==> src/rtl/fsm_mem_access_pkg.sv <==
// Shared encodings for the memory-access control FSM: state codes, decode bit
// positions, FP opcodes, access sizes and the latched per-instruction fields.
package fsm_mem_access_pkg;

  localparam logic [3:0] S_IDLE      = 4'd0;
  localparam logic [3:0] S_DECODE    = 4'd1;
  localparam logic [3:0] S_EXECUTE   = 4'd2;
  localparam logic [3:0] S_ALIGN     = 4'd3;
  localparam logic [3:0] S_MEM_STORE = 4'd4;
  localparam logic [3:0] S_MEM_LOAD  = 4'd5;
  localparam logic [3:0] S_WRITEBACK = 4'd6;
  localparam logic [3:0] S_DONE      = 4'd7;
  localparam logic [3:0] S_FAULT     = 4'd8;

  localparam int CODE_LOAD  = 0;
  localparam int CODE_STORE = 8;
  localparam int CODE_LUI   = 13;

  localparam logic [6:0] OP_FP_LOAD  = 7'b0000111;
  localparam logic [6:0] OP_FP_STORE = 7'b0100111;

  localparam logic [1:0] SIZE_B = 2'b00;
  localparam logic [1:0] SIZE_H = 2'b01;
  localparam logic [1:0] SIZE_W = 2'b10;
  localparam logic [1:0] SIZE_D = 2'b11;

  typedef struct packed {
    logic [1:0] size;
    logic       is_unsigned;
    logic       int_load;
    logic       int_store;
    logic       lui;
    logic       fp_load;
    logic       fp_store;
  } op_info_t;

  function automatic logic is_mem_state(input logic [3:0] s);
    return (s == S_MEM_STORE) || (s == S_MEM_LOAD);
  endfunction

endpackage

==> src/rtl/mem_align_check.sv <==
// Combinational alignment check of the access size against the low address bits;
// a doubleword access on a 32-bit datapath is also reported as misaligned.
module mem_align_check
  import fsm_mem_access_pkg::*;
#(
  parameter int XLEN = 64
) (
  input  logic [1:0] mem_size,
  input  logic [2:0] addr_lo,
  output logic       misaligned
);

  always_comb begin
    misaligned = 1'b0;
    case (mem_size)
      SIZE_B:  misaligned = 1'b0;
      SIZE_H:  misaligned = addr_lo[0];
      SIZE_W:  misaligned = |addr_lo[1:0];
      default: misaligned = (|addr_lo) || (XLEN == 32);
    endcase
  end

endmodule

==> src/rtl/fsm_mem_access.sv <==
// Load/store/lui sequencing FSM: decode, address, alignment check, bounded memory
// wait, writeback. Outputs decode only registered state and latched instruction fields.
module fsm_mem_access
  import fsm_mem_access_pkg::*;
#(
  parameter int XLEN    = 64,
  parameter int TIMEOUT = 256,
  parameter int FP_EN   = 1
) (
  input  logic        clk,
  input  logic        reset,
  input  logic [31:0] insn,
  input  logic [31:0] code,
  input  logic        start,
  input  logic        memory_done,
  input  logic [2:0]  addr_lo,
  output logic [1:0]  sel_rd,
  output logic        load_pc,
  output logic        load_regfile,
  output logic        load_fregfile,
  output logic        load_rs1,
  output logic        load_rs2,
  output logic        load_imm,
  output logic        load_alu,
  output logic        load_data_memory,
  output logic        memory_start,
  output logic        sel_mem_next,
  output logic        sel_mem_operation,
  output logic [1:0]  mem_size,
  output logic        mem_unsigned,
  output logic        done,
  output logic        fault
);

  localparam logic [15:0] WAIT_LAST = 16'(TIMEOUT - 1);
  localparam logic        FP_ON     = (FP_EN != 0);

  logic [3:0]  state;
  logic [3:0]  state_nxt;
  logic [15:0] wait_cnt;
  op_info_t    op;
  logic        misaligned;
  logic        fp_illegal;
  logic        is_store;
  logic        unused_ok;

  assign unused_ok  = &{1'b0, insn[31:15], insn[11:7], code[31:14], code[12:9], code[7:1]};
  assign fp_illegal = (op.fp_load | op.fp_store) & ~FP_ON;
  assign is_store   = op.int_store | (op.fp_store & FP_ON);

  mem_align_check #(.XLEN(XLEN)) u_align (
    .mem_size   (op.size),
    .addr_lo    (addr_lo),
    .misaligned (misaligned)
  );

  always_ff @(posedge clk) begin
    if (reset) begin
      state <= S_IDLE;
    end else begin
      state <= state_nxt;
    end
  end

  // Fields are captured while in DECODE so they are stable from EXECUTE onward.
  always_ff @(posedge clk) begin
    if (reset) begin
      wait_cnt <= 16'd0;
      op       <= '0;
    end else begin
      wait_cnt <= is_mem_state(state) ? wait_cnt + 16'd1 : 16'd0;
      if (state == S_DECODE) begin
        op.size        <= insn[13:12];
        op.is_unsigned <= insn[14];
        op.int_load    <= code[CODE_LOAD];
        op.int_store   <= code[CODE_STORE];
        op.lui         <= code[CODE_LUI];
        op.fp_load     <= (insn[6:0] == OP_FP_LOAD);
        op.fp_store    <= (insn[6:0] == OP_FP_STORE);
      end
    end
  end

  always_comb begin
    state_nxt = state;
    case (state)
      S_IDLE:      if (start) state_nxt = S_DECODE;
      S_DECODE:    state_nxt = code[CODE_LUI] ? S_WRITEBACK : S_EXECUTE;
      S_EXECUTE:   state_nxt = S_ALIGN;
      S_ALIGN: begin
        if (misaligned || fp_illegal) state_nxt = S_FAULT;
        else if (is_store)            state_nxt = S_MEM_STORE;
        else                          state_nxt = S_MEM_LOAD;
      end
      // Completion takes priority over an expiring wait budget.
      S_MEM_STORE, S_MEM_LOAD: begin
        if (memory_done)                 state_nxt = S_WRITEBACK;
        else if (wait_cnt == WAIT_LAST)  state_nxt = S_FAULT;
      end
      S_WRITEBACK: state_nxt = S_DONE;
      S_DONE:      state_nxt = S_IDLE;
      S_FAULT:     state_nxt = S_IDLE;
      default:     state_nxt = S_IDLE;
    endcase
  end

  always_comb begin
    sel_rd            = 2'b00;
    load_pc           = 1'b0;
    load_regfile      = 1'b0;
    load_fregfile     = 1'b0;
    load_rs1          = 1'b0;
    load_rs2          = 1'b0;
    load_imm          = 1'b0;
    load_alu          = 1'b0;
    load_data_memory  = 1'b0;
    memory_start      = 1'b0;
    sel_mem_next      = 1'b0;
    sel_mem_operation = 1'b0;
    mem_size          = 2'b00;
    mem_unsigned      = 1'b0;
    done              = 1'b0;
    fault             = 1'b0;
    case (state)
      S_DECODE: begin
        load_rs1 = 1'b1;
        load_rs2 = 1'b1;
        load_imm = 1'b1;
      end
      S_EXECUTE: load_alu = 1'b1;
      S_MEM_STORE: begin
        memory_start      = 1'b1;
        sel_mem_next      = 1'b1;
        sel_mem_operation = 1'b1;
      end
      S_MEM_LOAD: begin
        memory_start     = 1'b1;
        sel_mem_next     = 1'b1;
        load_data_memory = 1'b1;
      end
      S_WRITEBACK: begin
        load_pc       = 1'b1;
        load_regfile  = op.int_load | op.lui;
        load_fregfile = op.fp_load & FP_ON;
        sel_rd        = op.lui ? 2'b01 : 2'b00;
      end
      S_DONE: done = 1'b1;
      S_FAULT: begin
        done  = 1'b1;
        fault = 1'b1;
      end
      default: ;
    endcase
    if ((state == S_EXECUTE) || (state == S_ALIGN) || is_mem_state(state) ||
        (state == S_WRITEBACK)) begin
      mem_size     = op.size;
      mem_unsigned = op.is_unsigned;
    end
  end

endmodule

==> config.mk <==
export PLATFORM = sky130hd
export DESIGN_NAME = fsm_mem_access
export DESIGN_NICKNAME = d
export VERILOG_FILES = /design/src/rtl/fsm_mem_access_pkg.sv /design/src/rtl/mem_align_check.sv /design/src/rtl/fsm_mem_access.sv
export SDC_FILE = /design/constraint.sdc
export NUM_CORES = 1
export LEC_CHECK = 0
export CAP_MARGIN = 20
export CORE_UTILIZATION = 36
export CTS_CLUSTER_SIZE = 30
export DETAILED_ROUTE_END_ITERATION = 10
export PLACE_DENSITY = 0.8
export SLEW_MARGIN = 25
export SYNTH_ARGS = -nofsm -noshare
export SYNTH_HDL_FRONTEND = slang
export SYNTH_SLANG_ARGS = --single-unit
==> constraint.sdc <==
create_clock -name clk -period 2.5 [get_ports clk]
set_clock_uncertainty 0.2 [all_clocks]
set_input_delay 0.5 -clock clk [delete_from_list [all_inputs] [get_ports clk]]
set_output_delay 0.5 -clock clk [all_outputs]
set_load 0.01 [all_outputs]
==> results of run 1 <==
-- final cells by class --
type	count	share of cell area, %
Timing Repair Buffer	46	23.0
Multi-Input combinational cell	134	40.7
Clock buffer	4	2.89
Inverter	3	0.590
Tap cell	48	3.15
Sequential cell	28	29.8
-- cell families after synthesis --
family                   count (synthesis)
buffers and inverters                   14
AO/OA/AOI/OAI                           28
adder cells (fa/ha/maj)                  1
flip-flops                              28
AND/OR/NAND/NOR                         93
XOR/XNOR                                11
other                                    1
-- worst max path at each step --
stage | start | end | slack [ns]
detailed placement | state[1] | load_fregfile | 0.15
global placement | state[1] | load_fregfile | 0.15
floorplan | state[1] | done | 0.51
global route | state[1] | mem_size[1] | -0.02
finish | state[1] | mem_size[1] | 0.08
CTS | state[0] | load_fregfile | -0.003
-- placed cells by master, fill, tap and decap left out, types with 2 or more instances in the layout --
master and n:
a21oi_1 13, and2_1 6, and4_1 3, buf_4 10
clkbuf_8 4, clkdlybuf4s50_1 35, dfxtp_1 24, dfxtp_2 3
inv_1 2, nand2_1 23, nand2b_1 2, nand3_1 7
nand3b_1 3, nand4_1 5, nor2_1 20, nor3_1 9
nor4_1 3, o21ai_0 6, or3_1 3, or4_1 3
xnor2_1 5, xor2_1 6
-- cells in the mapped netlist, types with 2 or more instances --
cell type and number:
dfxtp_1 28, nand2_1 23, nor2_1 22, a21oi_1 13
nor3_1 9, nand3_1 7, and2_1 6, clkbuf_1 6
o21ai_0 6, xor2_1 6, nand4_1 5, xnor2_1 5
buf_4 4, and4_1 3, nand3b_1 3, nor4_1 3
or3_1 3, or4_1 3, inv_1 2, nand2b_1 2
-- power groups by stage --
| stage | clock, uW | combinational, uW | sequential [uW] |
|---|---|---|---|
| 6_report | 272 | 531 | 583 |
| 5_1_grt | 299 | 589 | 592 |
| 4_1_cts | 280 | 528 | 576 |
| 3_5_place_dp | 0 | 521 | 580 |
| 3_3_place_gp | 0 | 515 | 578 |
| 2_1_floorplan | 0 | 321 | 541 |
-- critical path, stage by stage, from the launching register on --
cell and delay, ns:
dfxtp_4 0.39, nand2_1 0.12, nor2_1 0.06, nor3_1 0.19, and2_1 0.16, clkdlybuf4s50_1 0.53
-- sequential cells by signal (all words and copies together) (netlist names) --
signal    count
wait_cnt     16
state         4
op            8
-- stage by stage --
| stage | cell area [um2] | hold slack [ns] |
|---|---|---|
| finish | 1910 | 0.262 |
| detailed placement | 1830 | 0.250 |
| CTS | 1890 | 0.261 |
| global placement | 1830 | 0.237 |
| floorplan | 1390 | 0.226 |
| global route | 1910 | 0.285 |
-- layer usage --
layer	routed length (um)	global-route usage (%)
met1	1450	20.6
met3	165	3.93
met4	40	5.83
met2	1470	26.9
met5	0	0
==> results.md, run 1 <==
* Final worst-path cycle share at 97.0%
* Top fanout value on the critical path at 11
* Hold Startpoint: op[3]
* Reg power frac at 42.1%
* Fin util at 51.7%
* Finished Layout Cells at 263
* Post-route setup TNS at 0 ns
* Crit end category: primary output
* Post-Synth Adder-Cell Area at 0.901%
* Avg WL per Cell at 11.9 um
* Final min period at 2.42 ns
* Post CTS Setup Buffer Count at 0
* Status: completed
* First-pass GRT wire length at 5290 um
* CTS resizes at 4
* Layout cells sized above 1 at 10.7%
* Mean Syn Cell Area at 7.89 um2
* DRT antenna net count at 0
* Num CTS Buffers at 3
* Post-synth EDFFs at 0
* Iteration-0 DRC Markers at 113
* Cell count after placement at 259
* Core area at 0.00369 mm2
* Hold Path Class: reg2reg
* Clock share of power at 19.6%
* Vias in the first global route at 1,198
* DRC errors left at 0
* Row count at 22
* Number of nets in the layout at 288
* CTS root buf: clkbuf_8
* RSZ-0062 raised after global routing: true
* Req. time, crit path at 1.80 ns
* Hold-fix buffers, CTS at 0
* Initial antenna violation count at 0
* WP data arrival at 1.72 ns
* Vias per cell at 5.19
* Power Total at 1390 uW
* Die width at 64.1 um
* Hold Path Sink: op[3]
* Most used DFF post-synth: dfxtp_1
* Port Buf Inserts at 36
* Fillers at 361
* N_diodes at 0
* Xor and xnor area share after synthesis at 6.94%
* Register area share after synthesis at 40.4%
* Worst Slack Setup Final at 0.0754 ns
* DIE AREA at 0.00411 mm2
* Total track usage at 16.3%
* # IOs at 89
* Post-synthesis cell count at 176
* Hold path cells at 2
* Yosys warnings at 0
* Largest family of logic cells by synthesized area: simple AND/OR/NAND/NOR gates
* Max Freq at 0.412 GHz
* H-tree level count at 1
* Pwr per Cell Area at 727 mW/mm2
* Lkg Pwr at 0.000658 uW
* CP startpoint kind: register
* Yosys reg bits at 28
* Grt total ovfl at 0
* DR pass1 iterations at 4
* Yosys top cell area share at 40.4%
* Final Max Slew Viols at 0
* Asr flop ratio synth at 0%
* Reg2reg path depth at 4
* Netlist cell types at 37
* Max VDD drop at 0.000429 V
* Reg-to-reg setup timing slack at 0.59 ns
* Post-synthesis mux area share at 0%
* Global placer's final weighted congestion at 0.845
* Clock Sinks at 28
* Power Internal at 925 uW
* Synth area leaders: dfxtp_1 40%, nand2_1 6.2%, nor2_1 5.9%, a21oi_1 4.7%, xor2_1 3.8%
* Register area at 568 um2
* Die H at 64.1 um
* Largest net degree at the start of global routing at 16
* Layout area overhead at 37.4%
* Clk slew on worst S/H paths at 0.09 ns
* Gate power share at 38.3%
* Post-synth top area cell: dfxtp_1
* Switching Fraction at 33.3%
* Initial core utilization at 37.7%
* Cell area after synthesis at 0.00139 mm2
* Clock Latency Late Sink at 0.27 ns
* Switching pwr at 461 uW
* Place WS at 0.153 ns
* CTS tree: yes
* Synth Area in Compound Gates at 12.2%
* Simple-gate share of the synthesized area at 34.4%
* Critical path class: reg2out
* Detailed placer's ending HPWL at 2300 um
* RR Endpoint: state[0]
* Post-Syn Nets at 248
* Hold Vio Cnt, Final at 0
* # Max-Cap Violations at 0
* Setup violators final at 0
* Worst reg2reg path startpoint: wait_cnt[10]
* Vias at 1,366
* Clk buf depth at 2
* Final WL at 3130 um
* Area of the multi-input gates at 776 um2
(Power assumes the default switching activity.)
==> run 2: changes to the inputs <==
Settings changed: TNS_END_PERCENT set to 5.
==> results of run 2 <==
Same layout as run 1: the final DEF is identical, and so are final timing and power.
==> run 3: changes to the inputs <==
Settings changed: CTS_CLUSTER_DIAMETER set to 100.
==> results of run 3 <==
Same layout as run 1: the final DEF is identical, and so are final timing and power.
